## src/rtl/udm_bus_arbiter_if.sv

```systemverilog
// rtl/udm_bus_arbiter_if.sv - req/ack/resp system-bus port bundle
//
// Purpose: one req/ack/resp bus port, used for both the master-side and
//          the slave-side connections of udm_bus_arbiter.
// Signals:
//    req    request, held by the master until ack
//    we     write enable
//    addr   32-bit address
//    be     4-bit byte enables
//    wdata  32-bit write data
//    ack    request accepted (1-cycle pulse)
//    resp   read data valid (1-cycle pulse)
//    rdata  32-bit read data, valid with resp
// Modports:
//    master  drives req/we/addr/be/wdata, receives ack/resp/rdata
//    slave   receives req/we/addr/be/wdata, drives ack/resp/rdata
interface udm_bus_arbiter_if;
   logic        req;
   logic        we;
   logic [31:0] addr;
   logic [3:0]  be;
   logic [31:0] wdata;
   logic        ack;
   logic        resp;
   logic [31:0] rdata;

   modport master (output req, we, addr, be, wdata, input ack, resp, rdata);
   modport slave  (input req, we, addr, be, wdata, output ack, resp, rdata);
endinterface

```

## src/rtl/udm_bus_arbiter.sv

```systemverilog
// rtl/udm_bus_arbiter.sv - two-master round-robin arbiter onto one system bus
//
// Purpose: shares one req/ack/resp slave port between m0 (udm debug master)
//          and m1 (e.g. CPU data port). One transaction in flight at a time;
//          a read that gets no response within RESP_TIMEOUT cycles is
//          completed with TIMEOUT_RDATA so a dead slave cannot hang a master.
// Ports:
//    clk_i      clock, rising edge
//    rst_i      synchronous active-high reset
//    m0, m1     master-facing ports (slave modport of udm_bus_arbiter_if)
//    bus        system-bus port (master modport of udm_bus_arbiter_if)
//    timeout_o  1-cycle pulse when a read times out
module udm_bus_arbiter #(
   parameter int          RESP_TIMEOUT  = 1024,
   parameter logic [31:0] TIMEOUT_RDATA = 32'hDEADBEEF
) (
   input  logic                  clk_i,
   input  logic                  rst_i,
   udm_bus_arbiter_if.slave      m0,
   udm_bus_arbiter_if.slave      m1,
   udm_bus_arbiter_if.master     bus,
   output logic                  timeout_o
);

   localparam int TW = $clog2(RESP_TIMEOUT);

   typedef enum logic [1:0] {
      ST_IDLE = 2'd0,
      ST_REQ  = 2'd1,
      ST_WAIT = 2'd2
   } state_t;

   state_t        r_state;
   logic          r_grant;
   logic          r_last;
   logic [TW-1:0] r_tcnt;

   logic          w_pick;
   logic          w_g_req;
   logic          w_g_we;
   logic [31:0]   w_g_addr;
   logic [3:0]    w_g_be;
   logic [31:0]   w_g_wdata;
   logic          w_in_req;
   logic          w_in_wait;
   logic          w_tmo_hit;
   logic          w_ack;
   logic          w_resp;
   logic          w_timeout;
   logic [31:0]   w_rdata;

   // On a tie the master that did not win last time gets the bus.
   assign w_pick    = (m0.req && m1.req) ? ~r_last : m1.req;

   assign w_g_req   = r_grant ? m1.req   : m0.req;
   assign w_g_we    = r_grant ? m1.we    : m0.we;
   assign w_g_addr  = r_grant ? m1.addr  : m0.addr;
   assign w_g_be    = r_grant ? m1.be    : m0.be;
   assign w_g_wdata = r_grant ? m1.wdata : m0.wdata;

   assign w_in_req  = (r_state == ST_REQ);
   assign w_in_wait = (r_state == ST_WAIT);
   assign w_tmo_hit = (r_tcnt == TW'(RESP_TIMEOUT - 1));

   always_ff @(posedge clk_i) begin
      if (rst_i) begin
         r_state <= ST_IDLE;
         r_grant <= 1'b0;
         r_last  <= 1'b1;
         r_tcnt  <= '0;
      end else begin
         case (r_state)
            ST_IDLE: begin
               if (m0.req || m1.req) begin
                  r_grant <= w_pick;
                  r_last  <= w_pick;
                  r_state <= ST_REQ;
               end
            end
            ST_REQ: begin
               // A master withdrawing its request before ack abandons the
               // transaction silently.
               if (!w_g_req) begin
                  r_state <= ST_IDLE;
               end else if (bus.ack) begin
                  if (w_g_we) begin
                     r_state <= ST_IDLE;
                  end else begin
                     r_state <= ST_WAIT;
                     r_tcnt  <= '0;
                  end
               end
            end
            ST_WAIT: begin
               if (bus.resp || w_tmo_hit) begin
                  r_state <= ST_IDLE;
               end else begin
                  r_tcnt <= r_tcnt + 1'b1;
               end
            end
            default: r_state <= ST_IDLE;
         endcase
      end
   end

   // Bus side: only the granted master's request is visible, and only in REQ.
   assign bus.req   = w_in_req & w_g_req;
   assign bus.we    = w_in_req & w_g_we;
   assign bus.addr  = w_in_req ? w_g_addr  : 32'd0;
   assign bus.be    = w_in_req ? w_g_be    : 4'd0;
   assign bus.wdata = w_in_req ? w_g_wdata : 32'd0;

   // Handshake pulses are suppressed while reset is held so an aborted
   // transaction never completes.
   assign w_ack     = w_in_req & w_g_req & bus.ack & ~rst_i;
   assign w_timeout = w_in_wait & w_tmo_hit & ~bus.resp & ~rst_i;
   assign w_resp    = w_in_wait & ~rst_i & (bus.resp | w_tmo_hit);

   // A real response in the timeout cycle takes priority over the synthetic one.
   always_comb begin
      w_rdata = 32'd0;
      if (w_resp) begin
         w_rdata = bus.resp ? bus.rdata : TIMEOUT_RDATA;
      end
   end

   assign m0.ack    = w_ack  & ~r_grant;
   assign m1.ack    = w_ack  &  r_grant;
   assign m0.resp   = w_resp & ~r_grant;
   assign m1.resp   = w_resp &  r_grant;
   assign m0.rdata  = r_grant ? 32'd0 : w_rdata;
   assign m1.rdata  = r_grant ? w_rdata : 32'd0;
   assign timeout_o = w_timeout;

endmodule

```

## src/flat_wrapper.sv

```systemverilog
// flat-port wrapper written by rule: the top's interface ports become plain ports
module udm_bus_arbiter_flat 
#(
   parameter int          RESP_TIMEOUT  = 1024,
   parameter logic [31:0] TIMEOUT_RDATA = 32'hDEADBEEF
)
  (clk_i, rst_i, timeout_o, m0_req, m0_we, m0_addr, m0_be, m0_wdata, m0_ack, m0_resp, m0_rdata, m1_req, m1_we, m1_addr, m1_be, m1_wdata, m1_ack, m1_resp, m1_rdata, bus_req, bus_we, bus_addr, bus_be, bus_wdata, bus_ack, bus_resp, bus_rdata);
  udm_bus_arbiter_if m0_i ();
  udm_bus_arbiter_if m1_i ();
  udm_bus_arbiter_if bus_i ();
  input  logic clk_i;
  input  logic rst_i;
  output logic timeout_o;
  input wire logic [$bits(m0_i.req)-1:0] m0_req;
  input wire logic [$bits(m0_i.we)-1:0] m0_we;
  input wire logic [$bits(m0_i.addr)-1:0] m0_addr;
  input wire logic [$bits(m0_i.be)-1:0] m0_be;
  input wire logic [$bits(m0_i.wdata)-1:0] m0_wdata;
  output wire logic [$bits(m0_i.ack)-1:0] m0_ack;
  output wire logic [$bits(m0_i.resp)-1:0] m0_resp;
  output wire logic [$bits(m0_i.rdata)-1:0] m0_rdata;
  input wire logic [$bits(m1_i.req)-1:0] m1_req;
  input wire logic [$bits(m1_i.we)-1:0] m1_we;
  input wire logic [$bits(m1_i.addr)-1:0] m1_addr;
  input wire logic [$bits(m1_i.be)-1:0] m1_be;
  input wire logic [$bits(m1_i.wdata)-1:0] m1_wdata;
  output wire logic [$bits(m1_i.ack)-1:0] m1_ack;
  output wire logic [$bits(m1_i.resp)-1:0] m1_resp;
  output wire logic [$bits(m1_i.rdata)-1:0] m1_rdata;
  output wire logic [$bits(bus_i.req)-1:0] bus_req;
  output wire logic [$bits(bus_i.we)-1:0] bus_we;
  output wire logic [$bits(bus_i.addr)-1:0] bus_addr;
  output wire logic [$bits(bus_i.be)-1:0] bus_be;
  output wire logic [$bits(bus_i.wdata)-1:0] bus_wdata;
  input wire logic [$bits(bus_i.ack)-1:0] bus_ack;
  input wire logic [$bits(bus_i.resp)-1:0] bus_resp;
  input wire logic [$bits(bus_i.rdata)-1:0] bus_rdata;
  assign m0_i.req = m0_req;
  assign m0_i.we = m0_we;
  assign m0_i.addr = m0_addr;
  assign m0_i.be = m0_be;
  assign m0_i.wdata = m0_wdata;
  assign m0_ack = m0_i.ack;
  assign m0_resp = m0_i.resp;
  assign m0_rdata = m0_i.rdata;
  assign m1_i.req = m1_req;
  assign m1_i.we = m1_we;
  assign m1_i.addr = m1_addr;
  assign m1_i.be = m1_be;
  assign m1_i.wdata = m1_wdata;
  assign m1_ack = m1_i.ack;
  assign m1_resp = m1_i.resp;
  assign m1_rdata = m1_i.rdata;
  assign bus_req = bus_i.req;
  assign bus_we = bus_i.we;
  assign bus_addr = bus_i.addr;
  assign bus_be = bus_i.be;
  assign bus_wdata = bus_i.wdata;
  assign bus_i.ack = bus_ack;
  assign bus_i.resp = bus_resp;
  assign bus_i.rdata = bus_rdata;
  udm_bus_arbiter #(.RESP_TIMEOUT(RESP_TIMEOUT), .TIMEOUT_RDATA(TIMEOUT_RDATA)) u_core (.clk_i(clk_i), .rst_i(rst_i), .m0(m0_i), .m1(m1_i), .bus(bus_i), .timeout_o(timeout_o));
endmodule
```

## config.mk

```make
export PLATFORM = sky130hd
export DESIGN_NAME = udm_bus_arbiter_flat
export DESIGN_NICKNAME = d
export VERILOG_FILES = /design/src/rtl/udm_bus_arbiter_if.sv /design/src/rtl/udm_bus_arbiter.sv /design/src/flat_wrapper.sv
export SDC_FILE = /design/constraint.sdc
export NUM_CORES = 1
export LEC_CHECK = 0
export ABC_AREA = 0
export CORE_AREA = 3 3 122 124
export CTS_CLUSTER_DIAMETER = 30
export DETAILED_ROUTE_END_ITERATION = 8
export DIE_AREA = 0 0 125 127
export GPL_TIMING_DRIVEN = 0
export SLEW_MARGIN = 20
export SYNTH_ARGS = -nofsm -noshare
export SYNTH_HDL_FRONTEND = slang
export SYNTH_SLANG_ARGS = --single-unit
export TNS_END_PERCENT = 20
```

## constraint.sdc

```tcl
create_clock -name clk_i -period 2.4 [get_ports clk_i]
set_input_delay 0.48 -clock clk_i [delete_from_list [all_inputs] [get_ports clk_i]]
set_output_delay 0.48 -clock clk_i [all_outputs]
set_load 0.05 [all_outputs]
```

* After elaboration in Yosys (flattened, before gate mapping)
Index checks and enable logic that the tools add are counted.
** Storage, ports and cells
- Input bits :: 176
- Output and inout bits :: 139
- Register bits :: 14
- Word-level logic and storage cells :: 65
** Operators by class
- Equal/unequal tests :: 10
- Add/subtract/negate cells :: 1
- Bitwise operators :: 18
- Multiplexer cells :: 24
- Reduce and logical (&&, ||, !) cells :: 8
** Operators by type and width (number)
- 32-bit 2-to-1 mux :: 8
- 10-bit 2-to-1 mux :: 4
- 10-bit case mux with 2 select lines :: 1
- 1-bit AND :: 13
- 10-bit by 1-bit adder with 10-bit output, second input constant :: 1
- 10-bit equality test, second input constant :: 1
- 2-bit 2-to-1 mux :: 5
- 4-bit 2-to-1 mux :: 2
- 2-bit inequality test, second input constant :: 4
- 2-bit case mux with 3 select lines :: 1
- 5-bit AND reduction :: 1
- 2-bit by 1-bit inequality test with 1-bit output, second input constant :: 2
- 1-bit NOT :: 4
- 1-bit 2-to-1 mux :: 3
- 3-bit inequality test, second input constant :: 1
- 3-bit AND reduction :: 1
- 2-bit by 1-bit equality test with 1-bit output, second input constant :: 1
- 2-bit equality test, second input constant :: 1
- 2-bit zero test :: 1
- 1-bit logical OR :: 2
- 2-bit AND reduction :: 1
- 2-bit nonzero test :: 1
- 1-bit logical AND :: 1
- 1-bit OR :: 1

* Longest topological paths before layout
- Depth in word-level cells :: 5
- Mapped depth :: 6
- Depth with buffers taken out :: 5

* Worst setup path before layout
No wires, ideal clock.
- Path kind :: reg-to-output
- From :: register u_core.r_state[0]
- To :: output m0_ack
- Data required time :: 1.920 ns
- Stages on the path, launching flop included :: 5
- Data arrival time :: 3.078 ns
- Setup slack :: -1.158 ns
- Buffers on the path :: 1
- Path through :: dfxtp_1 > nand2b_1 > clkbuf_1 > nor2_1 > nor4b_1
** Between the ends
- Cells in the longest elaborated chain, start to end :: 5
** RTL lines
- start: declaration :: line udm_bus_arbiter.sv:33 : state_t r_state;
- start signal: assignment :: line udm_bus_arbiter.sv:67 : r_state <= ST_IDLE;
- start signal: assignment :: line udm_bus_arbiter.sv:77 : r_state <= ST_REQ;
- start signal: assignment :: line udm_bus_arbiter.sv:84 : r_state <= ST_IDLE;
- 2-bit by 1-bit equality test with 1-bit output :: line udm_bus_arbiter.sv:61 : assign w_in_req = (r_state == ST_REQ);
- 1-bit AND
- net bus_req :: line flat_wrapper.sv:30 : output wire logic [$bits(bus_i.req)-1:0] bus_req;
- 1-bit AND (2 in series) :: line udm_bus_arbiter.sv:115 : assign w_ack = w_in_req & w_g_req & bus.ack & ~rst_i;
- 1-bit AND :: line udm_bus_arbiter.sv:127 : assign m0.ack = w_ack & ~r_grant;
- end: declaration :: line flat_wrapper.sv:19 : output wire logic [$bits(m0_i.ack)-1:0] m0_ack;
The timed path passes the listed nets, and every way through them passes these cells.

* Worst setup path after layout
- From :: register u_core.r_tcnt[0]
- To :: output m0_rdata[16]
** Between the ends
- Cells in the longest elaborated chain, start to end :: 5
** RTL lines
- start: declaration :: line udm_bus_arbiter.sv:36 : logic [TW-1:0] r_tcnt;
- start signal: assignment :: line udm_bus_arbiter.sv:98 : r_tcnt <= r_tcnt + 1'b1;
- 10-bit equality test :: line udm_bus_arbiter.sv:63 : assign w_tmo_hit = (r_tcnt == TW'(RESP_TIMEOUT - 1));
- 1-bit OR :: line udm_bus_arbiter.sv:117 : assign w_resp = w_in_wait & ~rst_i & (bus.resp | w_tmo_hit);
- 1-bit AND :: line udm_bus_arbiter.sv:117
- 32-bit 2-to-1 mux :: line udm_bus_arbiter.sv:122 : if (w_resp) begin
- 32-bit 2-to-1 mux :: line udm_bus_arbiter.sv:131 : assign m0.rdata = r_grant ? 32'd0 : w_rdata;
- end: declaration :: line flat_wrapper.sv:21 : output wire logic [$bits(m0_i.rdata)-1:0] m0_rdata;
No other way between the ends.

==> results.md <==
- Cell with the largest stage delay on the worst path: sky130_fd_sc_hd__dfxtp_4
- Number of enable-type register cells in the synthesized netlist: 0
- WP data arrival: 1.95 ns
- Path type of the worst setup path: reg -> out
- Vias after detailed routing: 3746
- RSZ-0062 raised after global routing: yes
- Failing checks: negative setup slack
- Reg-to-Reg Start: u_core.r_tcnt[4]$_SDFFE_PP0P_
- Max VDD drop: 169.6 uV
- Number of hold-slack violations in the final timing report: 0
- Area share of the largest cell type after synthesis: 30.52%
- Post-synthesis async set-or-reset flop share: 0%
- Horizontal die dimension: 125 microns
- Pin count of the biggest net entering global routing: 11
- Remaining antenna violation count after routing: 0
- Slew at the pin closest to its max-slew limit: 0.5264 ns
- Grt ovf: 0
- Register-to-register path setup slack: 0.41 ns
- Count of maximum capacitance violations: 0
- TritonCTS clock tree: built
- Setup Viol. Count Final: 7
- Non-filler instance count after layout: 860
- Placed cell count: 846
- Placeable core area: 13880 sq um
- Cell depth of the worst setup path: 7
- Post-synthesis cell type with the largest combined area: sky130_fd_sc_hd__mux2i_1
- Min-delay worst type: reg -> reg
- Power per Cell Area: 277.6 nW/um^2
- TritonRoute pass-1 iters: 4
- Boundary pin count: 315
- CTS H-Tree Depth: 1
- Slew headroom: 65.04%
- Clock tree root driver cell: sky130_fd_sc_hd__clkbuf_16
- Number of unique standard cell types used by synthesis: 48
- Critical path capture point: m0_rdata[16]
- Shortest period the worst path allows: 2.426 ns
- Post-synthesis register bit count: 14
- CP required: 1.92 ns
- Sum of negative setup slack: -0.08585 ns
- Area growth from synthesis to layout: 177.3%
- HPWL after DPL: 13.01 mm
- Critical path launch point: u_core.r_tcnt[0]$_SDFFE_PP0P_
- Mean cell area of the mapped netlist: 6.523 sq um
- Cell family contributing the most delay on the critical path: simple AND/OR/NAND/NOR gates
- Detailed-route wire length: 15.88 mm
- Worst setup slack before clock tree synthesis: -1.208 ns
- Average via count per standard cell: 4.356
- Clock sink count: 14
- Cells along the critical path: ha_4, nand3_4, o31ai_4, nand3b_4, buf_8, nor2_2, buf_6
- Final worst clock skew: 0.0009937 ns
- Fmax: 412.2 MHz
- Synthesized cell area: 2296 sq um
- Cells taking the most area after synthesis: sky130_fd_sc_hd__mux2i_1 (31%), sky130_fd_sc_hd__nor2_1 (24%), sky130_fd_sc_hd__dfxtp_1 (12%)
- Final Slew Violations: 0
- Die footprint: 15880 sq um
- Iteration-0 DRC count of the detailed router: 112
- # DRC: 0
- Buffers added on ports: 314
- Post-synthesis instance total: 352
- Most frequent standard cell in the layout excluding fill and tap cells: sky130_fd_sc_hd__clkdlybuf4s50_1
- Quantity of hold-fixing buffers added after cts: 0
- Top library cells by usage in the layout, fill and taps aside: sky130_fd_sc_hd__clkdlybuf4s50_1 (173), sky130_fd_sc_hd__nor2_1 (118), sky130_fd_sc_hd__clkdlybuf4s15_2 (74)
- Capture point of the worst reg-to-reg path: u_core.r_tcnt[5]$_SDFFE_PP0P_
- Hold_ws: 0.4984 ns
- Initial antenna violation count: 1
- Stage delay of the slowest cell on the critical path: 0.37 ns
- Final setup margin: -0.02577 ns
- Post-Synthesis Net Count: 529
- Run status: finished with violations
- Depth of the most critical reg-to-reg path: 7
- Clock insertion delay at the later pin of the skew report: 0.25 ns
- Placement row count: 43
- Startpoint types: register
- Clock buffer depth: 2
- CP endpoint kind: output port
- Clock transition at the registers of the reported paths: 0.05 ns
- Initial core utilization: 16.54%
- Via count of the first global-routing pass: 3816
- Number of buffers added by the clock tree synthesis step: 3
- Layout cell share with drive strength beyond 1: 33.58%
- Fin crit share: 101.1%
- Wire length of the first global-routing pass: 22.63 mm
- Post-layout nets: 857
- Static power due to leakage: 2.502 nW
- Post-synthesis sequential area ratio: 12.21%
- Highest net fanout along the worst path: 5
- Buffers & Inverters on Critical Path: 2
- Tot GR Track Use: 17.83%
- Routability congestion estimate from global placement: 0.9237
- Die Span Y: 127 microns
- Count of warnings emitted by yosys: 0
- Most used DFF post-synth: sky130_fd_sc_hd__dfxtp_1
- WL/cell: 18.46 microns
-- worst min-delay path by stage --
stage	slack (ns)	start	cells past startpoint	endpoint
floorplan	0.46	u_core.r_last$_SDFFE_PP1P_	1	u_core.r_last$_SDFFE_PP1P_
global placement	0.47	u_core.r_last$_SDFFE_PP1P_	1	u_core.r_last$_SDFFE_PP1P_
detailed placement	0.50	u_core.r_last$_SDFFE_PP1P_	1	u_core.r_last$_SDFFE_PP1P_
CTS	0.50	u_core.r_tcnt[5]$_SDFFE_PP0P_	1	u_core.r_tcnt[5]$_SDFFE_PP0P_
global route	0.53	u_core.r_tcnt[1]$_SDFFE_PP0P_	1	u_core.r_tcnt[1]$_SDFFE_PP0P_
finish	0.50	u_core.r_tcnt[5]$_SDFFE_PP0P_	1	u_core.r_tcnt[5]$_SDFFE_PP0P_
-- flip-flops by register name (all words and copies together) (netlist names) --
| signal | flops |
|---|---|
| u_core.r_state | 2 |
| u_core.r_grant | 1 |
| u_core.r_last | 1 |
| u_core.r_tcnt | 10 |
-- synthesized netlist by cell type, types with 2 or more instances --
master	n
sky130_fd_sc_hd__nor2_1	147
sky130_fd_sc_hd__mux2i_1	70
sky130_fd_sc_hd__and2_1	17
sky130_fd_sc_hd__buf_2	15
sky130_fd_sc_hd__dfxtp_1	14
sky130_fd_sc_hd__clkbuf_1	10
sky130_fd_sc_hd__nand2_1	9
sky130_fd_sc_hd__a21oi_1	7
sky130_fd_sc_hd__nand3_1	5
sky130_fd_sc_hd__a31oi_1	4
sky130_fd_sc_hd__inv_1	4
sky130_fd_sc_hd__nand2b_1	4
sky130_fd_sc_hd__and3_1	3
sky130_fd_sc_hd__o21ai_0	3
sky130_fd_sc_hd__inv_2	2
sky130_fd_sc_hd__nand4_1	2
sky130_fd_sc_hd__nor3_1	2
sky130_fd_sc_hd__nor3b_1	2
sky130_fd_sc_hd__nor3b_2	2
sky130_fd_sc_hd__o211ai_1	2
-- cells by family (layout without fill, tap and decap cells) --
group / after synthesis / count (layout) / share of synthesized area, %
and+or+nand+nor: 203 / 204 / 39.84
muxes: 71 / 71 / 31.01
buffers and inverters: 33 / 359 / 6.212
AOI/OAI and AO/OA: 30 / 30 / 10.19
DFF: 14 / 14 / 12.21
adders and majority gates: 1 / 1 / 0.5449
other: 0 / 1 / 0
-- worst reg2reg max path, cell delays in order, from the launching register on --
cell	delay, ns
sky130_fd_sc_hd__dfxtp_1	0.32
sky130_fd_sc_hd__buf_6	0.12
sky130_fd_sc_hd__nand4_1	0.19
sky130_fd_sc_hd__buf_4	0.20
sky130_fd_sc_hd__buf_4	0.14
sky130_fd_sc_hd__o31ai_1	0.38
sky130_fd_sc_hd__nand3b_1	0.32
sky130_fd_sc_hd__a31oi_1	0.24
-- timing repair --
item,4_1_cts,5_1_grt
gates resized for setup,642,130
cloned,0,3
buffers inserted,3,5
pin swaps,7,23
setup endpoints to repair,139,106
-- per-layer routing --
metal / GRT usage, % / up-vias / wire length, microns / part of all wire, %
met5: 0 / - / 0 / 0
met4: 2.679 / 0 / 218 / 1.4
met3: 6.605 / 13 / 1471 / 9.3
met2: 32.05 / 183 / 8131 / 51
met1: 20.74 / 1697 / 6056 / 38
li1: - / 1853 / - / -
-- per-stage QoR --
stage	total power, mW	util (%)	instance area, sq um
after floorplan	0.8531	-	2323
after global placement	1.401	41.00	5692
after detailed placement	1.404	41.00	5692
after CTS	1.758	42.82	5943
after global routing	1.842	45.87	6367
final	1.767	45.87	6367
-- cell type report --
type,instances,area (sq um)
well taps,180,225.2
flip-flops and latches,14,294.0
repair buffers,324,3400
diodes,1,2.502
inverters,7,31.28
clock buffers,4,88.84
plain buffers,24,186.4
fillers,1387,7513
multi-input cells,306,2140
-- report_power, final --
group          leakage, nW  total [mW]  internal, mW  switching, mW
combinational         2.34        1.16         0.513          0.645
sequential           0.117       0.250         0.237         0.0130
clock               0.0442       0.358         0.253          0.105
total                 2.50        1.77          1.00          0.763
Note: power is estimated with default switching activity, not from simulation.
